<file path="config.mk">
export PLATFORM = sky130hd
export DESIGN_NAME = unidade_controle_geogenius
export DESIGN_NICKNAME = d
export VERILOG_FILES = /design/src/rtl/unidade_controle_geogenius.sv
export SDC_FILE = /design/constraint.sdc
export NUM_CORES = 1
export LEC_CHECK = 0
export ABC_AREA = 1
export CAP_MARGIN = 20
export CELL_PAD_IN_SITES_DETAIL_PLACEMENT = 2
export CELL_PAD_IN_SITES_GLOBAL_PLACEMENT = 2
export CORE_AREA = 2 2 57 59
export CTS_BUF_LIST = sky130_fd_sc_hd__clkbuf_8 sky130_fd_sc_hd__clkbuf_16
export DETAILED_ROUTE_END_ITERATION = 6
export DIE_AREA = 0 0 59 61
export PLACE_DENSITY = 0.84
export SLEW_MARGIN = 20
export SYNTH_ARGS = -nofsm -noshare
export SYNTH_HDL_FRONTEND = slang
export SYNTH_SLANG_ARGS = --single-unit
</file>
<file path="constraint.sdc">
create_clock -name clock -period 2.57 [get_ports clock]
set_input_delay 0.257 -clock clock [delete_from_list [all_inputs] [get_ports clock]]
set_output_delay 0.257 -clock clock [all_outputs]
set_load 0.01 [all_outputs]
</file>
<file path="src/rtl/unidade_controle_geogenius.sv">
// GeoGenius game controller: a Moore FSM that sequences the datapath
// through one game. Each round shows the flag, waits for a button press
// or a timeout, scores the answer and shows the result. After the last
// round it holds the game frozen and exposes the total game time.
//
// state       | code | meaning
// ------------+------+-----------------------------------------------
// INICIAL     |  0   | idle after reset, waits for iniciar
// PREPARA     |  1   | clears every datapath counter/register
// NOVA_RODADA |  2   | clears round state, covers ROM read latency
// ESPERA      |  3   | flag on LEDs, round timer running, waits input
// REGISTRA    |  4   | latches the pressed button
// COMPARA     |  5   | compares latched button with the ROM flag
// ACERTO      |  6   | correct answer, one score increment
// ERRO        |  7   | wrong answer
// TIMEOUT     |  8   | no answer before the round timer expired
// RESULTADO   |  9   | result display timer running, flags held
// PROXIMA     | 10   | advances the round counter once
// FIM         | 11   | game over, shows total game time
module unidade_controle_geogenius #(
  parameter bit ERRO_ENCERRA = 1'b0,
  parameter int NUM_ESTADOS  = 12
) (
  input  logic       clock,
  input  logic       reset,
  input  logic       iniciar,
  input  logic       fez_jogada,
  input  logic       jogada_igual_memoria,
  input  logic       ultima_jogada,
  input  logic       deu_timeout,
  input  logic       fim_timer_resultado,
  output logic       zera_contador_jogada,
  output logic       zera_contador_score,
  output logic       zera_timeout,
  output logic       zera_timer_resultado,
  output logic       zeraR,
  output logic       zera_tempo_de_jogo,
  output logic       conta_jogada,
  output logic       conta_score,
  output logic       conta_timeout,
  output logic       conta_timer_resultado,
  output logic       registraR,
  output logic       liga_led,
  output logic       mostra_tempo_de_jogo,
  output logic       pronto,
  output logic       acertou,
  output logic       errou,
  output logic       timeout,
  output logic [3:0] db_estado
);

  localparam logic [3:0] INICIAL     = 4'd0;
  localparam logic [3:0] PREPARA     = 4'd1;
  localparam logic [3:0] NOVA_RODADA = 4'd2;
  localparam logic [3:0] ESPERA      = 4'd3;
  localparam logic [3:0] REGISTRA    = 4'd4;
  localparam logic [3:0] COMPARA     = 4'd5;
  localparam logic [3:0] ACERTO      = 4'd6;
  localparam logic [3:0] ERRO        = 4'd7;
  localparam logic [3:0] TIMEOUT     = 4'd8;
  localparam logic [3:0] RESULTADO   = 4'd9;
  localparam logic [3:0] PROXIMA     = 4'd10;
  localparam logic [3:0] FIM         = 4'd11;

  // Highest legal code; anything above it is recovered to INICIAL.
  localparam logic [3:0] ULTIMO_ESTADO = 4'(NUM_ESTADOS - 1);

  logic [3:0] estado;
  logic [3:0] proximo_estado;

  // State register with synchronous active-low reset.
  always_ff @(posedge clock) begin
    if (!reset) begin
      estado <= INICIAL;
    end else begin
      estado <= proximo_estado;
    end
  end

  // Next-state logic; fez_jogada wins over a coincident deu_timeout.
  always_comb begin
    proximo_estado = estado;
    if (estado > ULTIMO_ESTADO) begin
      proximo_estado = INICIAL;
    end else begin
      case (estado)
        INICIAL:     if (iniciar) proximo_estado = PREPARA;
        PREPARA:     proximo_estado = NOVA_RODADA;
        NOVA_RODADA: proximo_estado = ESPERA;
        ESPERA: begin
          if (fez_jogada) begin
            proximo_estado = REGISTRA;
          end else if (deu_timeout) begin
            proximo_estado = TIMEOUT;
          end
        end
        REGISTRA:    proximo_estado = COMPARA;
        COMPARA:     proximo_estado = jogada_igual_memoria ? ACERTO : ERRO;
        ACERTO:      proximo_estado = RESULTADO;
        ERRO:        proximo_estado = ERRO_ENCERRA ? FIM : RESULTADO;
        TIMEOUT:     proximo_estado = ERRO_ENCERRA ? FIM : RESULTADO;
        RESULTADO: begin
          if (fim_timer_resultado) begin
            proximo_estado = ultima_jogada ? FIM : PROXIMA;
          end
        end
        PROXIMA:     proximo_estado = NOVA_RODADA;
        FIM:         if (iniciar) proximo_estado = PREPARA;
        default:     proximo_estado = INICIAL;
      endcase
    end
  end

  // Result flags: cleared on entering a new round, set on entering the
  // outcome state and held through RESULTADO/FIM.
  always_ff @(posedge clock) begin
    if (!reset) begin
      acertou <= 1'b0;
      errou   <= 1'b0;
      timeout <= 1'b0;
    end else begin
      case (proximo_estado)
        NOVA_RODADA: begin
          acertou <= 1'b0;
          errou   <= 1'b0;
          timeout <= 1'b0;
        end
        ACERTO:  acertou <= 1'b1;
        ERRO:    errou   <= 1'b1;
        TIMEOUT: timeout <= 1'b1;
        default: ;
      endcase
    end
  end

  // Control outputs decoded purely from the current state.
  always_comb begin
    zera_contador_jogada  = 1'b0;
    zera_contador_score   = 1'b0;
    zera_timeout          = 1'b0;
    zera_timer_resultado  = 1'b0;
    zeraR                 = 1'b0;
    zera_tempo_de_jogo    = 1'b0;
    conta_jogada          = 1'b0;
    conta_score           = 1'b0;
    conta_timeout         = 1'b0;
    conta_timer_resultado = 1'b0;
    registraR             = 1'b0;
    liga_led              = 1'b0;
    mostra_tempo_de_jogo  = 1'b0;
    pronto                = 1'b0;
    case (estado)
      PREPARA: begin
        zera_contador_jogada = 1'b1;
        zera_contador_score  = 1'b1;
        zera_timeout         = 1'b1;
        zera_timer_resultado = 1'b1;
        zeraR                = 1'b1;
        zera_tempo_de_jogo   = 1'b1;
      end
      NOVA_RODADA: begin
        zera_timeout         = 1'b1;
        zeraR                = 1'b1;
        zera_timer_resultado = 1'b1;
      end
      ESPERA: begin
        liga_led      = 1'b1;
        conta_timeout = 1'b1;
      end
      REGISTRA: begin
        registraR = 1'b1;
        liga_led  = 1'b1;
      end
      COMPARA:   liga_led              = 1'b1;
      ACERTO:    conta_score           = 1'b1;
      RESULTADO: conta_timer_resultado = 1'b1;
      PROXIMA:   conta_jogada          = 1'b1;
      FIM: begin
        pronto               = 1'b1;
        mostra_tempo_de_jogo = 1'b1;
      end
      default: ;
    endcase
  end

  assign db_estado = estado;

endmodule

</file>
==> results of run 1 <==
## placed cells by master, fill, tap and decap left out
cell	n
nand4_1	1
inv_2	2
clkbuf_8	3
clkdlybuf4s50_1	28
nor2_1	20
dfxtp_1	7
nand2_1	26
inv_1	17
o22ai_1	1
nand3_1	6
a21oi_1	6
o211ai_1	1
o21ai_0	2
nor2_2	1
## path summary, 6_finish.rpt
kind                            endpoint  cells after the start
worst max-delay path            liga_led                      6
worst min-delay path             acertou                      2
worst max register to register   acertou                      8
worst min register to register   acertou                      2
## area by class of cell
| cell class | instances | area, um2 |
|---|---|---|
| Clock inverter | 1 | 3.75 |
| Inverter | 18 | 67.6 |
| Sequential cell | 7 | 140 |
| Clock buffer | 3 | 41.3 |
| Timing Repair Buffer | 28 | 280 |
| Fill cell | 377 | 2110 |
| Tap cell | 33 | 41.3 |
| Multi-Input combinational cell | 64 | 269 |
## report_power, final
part           internal (mW)  total [mW]  switching, mW
registers              0.133       0.172         0.0389
logic                  0.250       0.537          0.287
clock network          0.103       0.149         0.0459
## kinds of logic after synthesis
family	after synthesis
and+or+nand+nor	54
buffers and inverters	23
AOI/OAI and AO/OA	10
DFF	7
## sequential cells by signal (all words and copies together) (netlist names)
name	count
db_estado	4
acertou	1
errou	1
timeout	1
## through the flow
stage,hold WS [ns],setup slack [ns],util
5_1_grt,0.487,0.478,0.286
4_1_cts,0.471,0.608,0.286
6_report,0.470,0.619,0.286
3_3_place_gp,0.442,0.875,0.270
3_5_place_dp,0.457,0.852,0.270
2_1_floorplan,0.382,1.22,-
## critical path, cell delays in order (launching register included)
cell	delay, ns
dfxtp_1	0.45
inv_1	0.12
nand2_1	0.15
inv_1	0.10
nand2_1	0.10
nand2_1	0.06
clkdlybuf4s50_1	0.47
## routing by layer
| layer | track usage | vias to the layer above | part of all wire |
|---|---|---|---|
| met5 | 0 | - | 0 |
| met4 | 0.0292 | 0 | 0.0078 |
| met3 | 0.0149 | 3 | 0.047 |
| met2 | 0.265 | 28 | 0.54 |
| met1 | 0.134 | 312 | 0.41 |
| li1 | - | 333 | - |
==> results.py, run 1 <==
metrics = {
    "clock_network": {
        "tritoncts": "built",
        "cts_resized": 0,
        "clock_path_buffers": 2,
        "cts_sinks": 7,
        "clockRootBuffer": "clkbuf_8",
        "clk_pin_slew_worst_paths_ns": 0.04,
        "h-tree-depth": 1,
        "cts_setup_buffers": 0,
        "clk_latency_ns": 0.22,
        "cts_hold_buffers": 0,
        "numCtsBuffers": 3,
    },
    "flow_run": {
        "drv_cap": 0,
    },
    "synth": {
        "synth_compound_area_frac": 0.105,
        "synth_cell_types": 13,
        "synth_edf_count": 0,
        "avgSynthCellArea_um2": 5.47,
        "ys_ff_latch": 7,
        "synth_mux_area_frac": 0,
        "synth_area_leaders": "dfxtp_1 27%, nand2_1 19%, nor2_1 15%",
        "ys_seq_area_frac": 0.273,
        "syn_area_um2": 514,
        "synth_top_area_share": 0.273,
        "synth_fa_ha_area_frac": 0,
        "ys.flop_type": "dfxtp_1",
        "syn_inst": 94,
        "synth_most_common_cell": "nand2_1",
        "syn_nets": 102,
        "synth_xor_area_frac": 0,
        "synth_area_leader_cell": "dfxtp_1",
        "ys_warn_count": 0,
        "ys_async_sr_fraction": 0,
        "synthSimpleGateAreaFrac": 0.418,
        "synth_top_family_by_area": "simple AND/OR/NAND/NOR gates",
        "ys_top_cells_by_count": "26 x nand2_1, 20 x nor2_1, 16 x inv_1, 7 x dfxtp_1",
    },
    "global_route": {
        "grt_max_degree": 8,
        "grt_pass1_wl_um": 3450,
        "antenna_found_initial": 0,
        "grt_remaining_overflow": 0,
        "grt_pass1_vias": 762,
        "gr-usage-all-layers": 0.127,
    },
    "place": {
        "numPortBuffers": 28,
        "dp.cells": 150,
        "post-dp-hpwl_um": 1730,
        "gp_congestion": 0.700,
        "place_area_um2": 798,
    },
    "sta": {
        "finalHoldViolations": 0,
        "finalCritPeriodShare": 0.759,
        "rsz0062_at_grt": "no",
        "drv_slew": 0,
        "report.final.setup_viol": 0,
        "clock_skew_ns": 0.000405,
        "worst_pin_slew_ns": 0.272,
        "relSlewSlack": 0.819,
        "finalCriticalPeriod_ns": 1.95,
        "fin_setup_tns_ns": 0,
        "max_freq_mhz": 513,
    },
    "detailed_routing": {
        "drtAntennaViolNets": 0,
        "finalWirelength_um": 2060,
        "drc": 0,
        "vias_per_cell": 4.39,
        "via_count": 676,
        "wire_per_inst_um": 13.4,
        "drt_iter0_markers": 9,
        "drt-pass1-iter-count": 4,
    },
    "min_path": {
        "hp-start": "acertou",
        "hold_class": "reg -> reg",
    },
    "critical_path": {
        "worstReg2RegStart": "db_estado[3]",
        "crit_path_max_fanout": 6,
        "arrival_ns": 1.69,
        "crit_start": "db_estado[3]",
        "endpoint_kind": "output port",
        "start_kind": "register",
        "crit_required_ns": 2.31,
        "crit_type": "reg -> out",
        "r2r_slack_ns": 1.02,
    },
    "floorplanning": {
        "die-area_mm2": 0.00360,
        "start_util": 0.174,
        "core_area_mm2": 0.00295,
        "die_w_um": 59,
        "die_y_um": 61,
        "rows": 20,
        "io_pins": 29,
    },
    "run_status": {
        "status": "finished, final reports clean",
    },
    "layout": {
        "finalNonFillerCells": 154,
        "nets": 130,
        "final_area_um2": 843,
        "areaGrowthSynthToFinish_pct": 64.0,
        "drive_gt1_frac": 0.0496,
        "antenna_cells": 0,
    },
    "power_and_ir_drop": {
        "power_mw": 0.858,
        "p_per_area_mw_per_mm2": 1020,
        "p_leak_nw": 0.401,
        "ir_drop_uv": 167,
    },
}
Power figures use the tool's default switching activity.
==> run 2: changes to the inputs <==
--- a/config.mk
+++ b/config.mk
@@ -9,11 +9,11 @@
 export CAP_MARGIN = 20
 export CELL_PAD_IN_SITES_DETAIL_PLACEMENT = 2
 export CELL_PAD_IN_SITES_GLOBAL_PLACEMENT = 2
-export CORE_AREA = 2 2 57 59
+export CORE_AREA = 2 2 60 62
 export CTS_BUF_LIST = sky130_fd_sc_hd__clkbuf_8 sky130_fd_sc_hd__clkbuf_16
 export DETAILED_ROUTE_END_ITERATION = 6
-export DIE_AREA = 0 0 59 61
-export PLACE_DENSITY = 0.84
+export DIE_AREA = 0 0 62 64
+export PLACE_DENSITY = 0.77
 export SLEW_MARGIN = 20
 export SYNTH_ARGS = -nofsm -noshare
 export SYNTH_HDL_FRONTEND = slang
==> constraint.sdc (replaced) <==
create_clock -name clock -period 1.8 [get_ports clock]
set_input_delay 0.18 -clock clock [delete_from_list [all_inputs] [get_ports clock]]
set_output_delay 0.18 -clock clock [all_outputs]
set_load 0.01 [all_outputs]
==> results.py, run 2 (synthesized netlist as in run 1, its figures left out) <==
metrics = {
    "floorplanning": {
        "io_pins": 29,
        "rows": 21,
        "die-area_mm2": 0.00397,
        "core_area_mm2": 0.00328,
        "die_y_um": 64,
        "die_w_um": 62,
        "start_util": 0.157,
    },
    "sta": {
        "worst_pin_slew_ns": 0.279,
        "finalCritPeriodShare": 0.977,
        "clock_skew_ns": 0.00224,
        "finalCriticalPeriod_ns": 1.76,
        "rsz0062_at_grt": "yes",
        "report.final.setup_viol": 0,
        "max_freq_mhz": 568,
        "fin_setup_tns_ns": 0,
        "whs_ns": 0.461,
        "finalHoldViolations": 0,
        "relSlewSlack": 0.814,
        "drv_slew": 0,
    },
    "critical_path": {
        "reg2reg_depth": 8,
        "worstReg2RegStart": "db_estado[3]",
        "crit_path_max_fanout": 6,
        "critPathBufInv": 2,
        "path_cells": "inv_1 > nand2_1 > nor2_2 > clkdlybuf4s50_1",
        "worst_path_largest_cell_delay_ns": 0.57,
        "crit_family": "buffers and inverters",
        "r2r-end": "acertou",
        "crit_required_ns": 1.62,
        "start_kind": "register",
        "arrival_ns": 1.58,
        "endpoint_kind": "output port",
        "crit_cells": 4,
        "critPathSlowestCell": "clkdlybuf4s50_1",
        "crit_type": "reg -> out",
        "r2r_slack_ns": 0.34,
    },
    "global_route": {
        "gr-usage-all-layers": 0.119,
        "grt_pass1_vias": 763,
        "grt_remaining_overflow": 0,
        "grt_pass1_wl_um": 3390,
        "grt_max_degree": 8,
        "antenna_found_initial": 0,
    },
    "detailed_routing": {
        "met3_length_um": 146,
        "vias_per_cell": 4.05,
        "drt-pass1-iter-count": 4,
        "drc": 0,
        "wire_per_inst_um": 13.2,
        "drtAntennaViolNets": 0,
        "finalWirelength_um": 2200,
        "wl_met2_um": 1110,
        "wl_met1_um": 901,
        "top_layer_used": "met4",
        "via_count": 677,
        "drt_iter0_markers": 13,
    },
    "layout": {
        "layout.cells.most_common": "nand2_1",
        "nets": 130,
        "drive_gt1_frac": 0.140,
        "areaGrowthSynthToFinish_pct": 74.5,
        "largest_register_ffs": 4,
        "final_cell_mix": "23 x nand2_1, 21 x clkdlybuf4s50_1, 17 x inv_1, 17 x nor2_1, 6 x nand3_1",
        "antenna_cells": 0,
        "final_core_util": 0.273,
    },
    "clock_network": {
        "numCtsBuffers": 3,
        "cts_setup_buffers": 0,
        "clock_path_buffers": 2,
        "cts_hold_buffers": 0,
        "tritoncts": "built",
        "clockRootBuffer": "clkbuf_8",
        "h-tree-depth": 1,
        "clk_pin_slew_worst_paths_ns": 0.04,
        "cts_sinks": 7,
        "clk_latency_ns": 0.24,
    },
    "min_path": {
        "hold_class": "reg -> reg",
        "holdPathEnd": "acertou",
        "hp-start": "acertou",
        "whs_path_depth": 2,
    },
    "place": {
        "gp_congestion": 0.774,
        "numPortBuffers": 28,
        "post-dp-hpwl_um": 1780,
    },
    "flow_run": {
        "drv_cap": 0,
    },
    "run_status": {
        "status": "finished, final reports clean",
    },
    "power_and_ir_drop": {
        "p_per_area_mw_per_mm2": 1430,
        "ir_drop_uv": 295,
        "p_leak_nw": 0.479,
    },
}
## run 2: cell types whose count changed in the layout (fill, tap and decap cells not counted), sizes merged
| cell | before | now |
|---|---|---|
| dlygate4sd2 | 0 | 3 |
| dlymetal6s2s | 0 | 4 |
| clkdlybuf4s50 | 28 | 21 |
## run 2: metal layers
layer | GRT usage | vias up
met5 | 0 | -
met3 | 0.0263 | 3
li1 | - | 332
met2 | 0.215 | 24
met1 | 0.123 | 318
met4 | 0.0559 | 0
## run 2: power breakdown
| part | switching, mW | total, mW | internal, mW | leakage (nW) |
|---|---|---|---|---|
| sequential | 0.0583 | 0.260 | 0.202 | 0.0590 |
| clock | 0.0819 | 0.230 | 0.149 | 0.0269 |
| combinational | 0.449 | 0.788 | 0.339 | 0.393 |
## run 2: metrics by stage
stage / total power [mW] / cells / setup slack, ns / instance area, um2
global placement: 0.998 / 163 / 0.183 / 815
global route: 1.40 / 167 / -0.0194 / 897
floorplan: 0.700 / 94 / 0.506 / 514
finish: 1.28 / 167 / 0.0408 / 897
detailed placement: 1.03 / 163 / 0.161 / 815
CTS: 1.27 / 167 / -0.00816 / 868
## run 2: what timing repair did
action,4_1_cts,5_1_grt
resized for setup,9,11
setup endpoints to repair,12,9
cloned,0,0
pin swaps,1,0
## run 2: worst max path at each step
stage,start,endpoint,slack (ns)
6_report,db_estado[2],conta_timer_resultado,0.04
5_1_grt,db_estado[2],conta_timer_resultado,-0.02
4_1_cts,db_estado[1],conta_timer_resultado,-0.008
3_5_place_dp,db_estado[0],zera_contador_score,0.16
3_3_place_gp,db_estado[3],liga_led,0.18
2_1_floorplan,db_estado[0],acertou,0.51
## run 2: final cells by class
type	count	area, um2
multi-input cells	64	293
inverters	18	67.6
flip-flops and latches	7	148
fillers	407	2390
repair buffers	28	287
clock buffers	3	41.3
well taps	46	57.6
clock inverters	1	3.75
## run 2: worst min-delay path, stage by stage (launching register included)
cell and delay, ns:
dfxtp_1 0.30, inv_1 0.05, a21oi_1 0.06
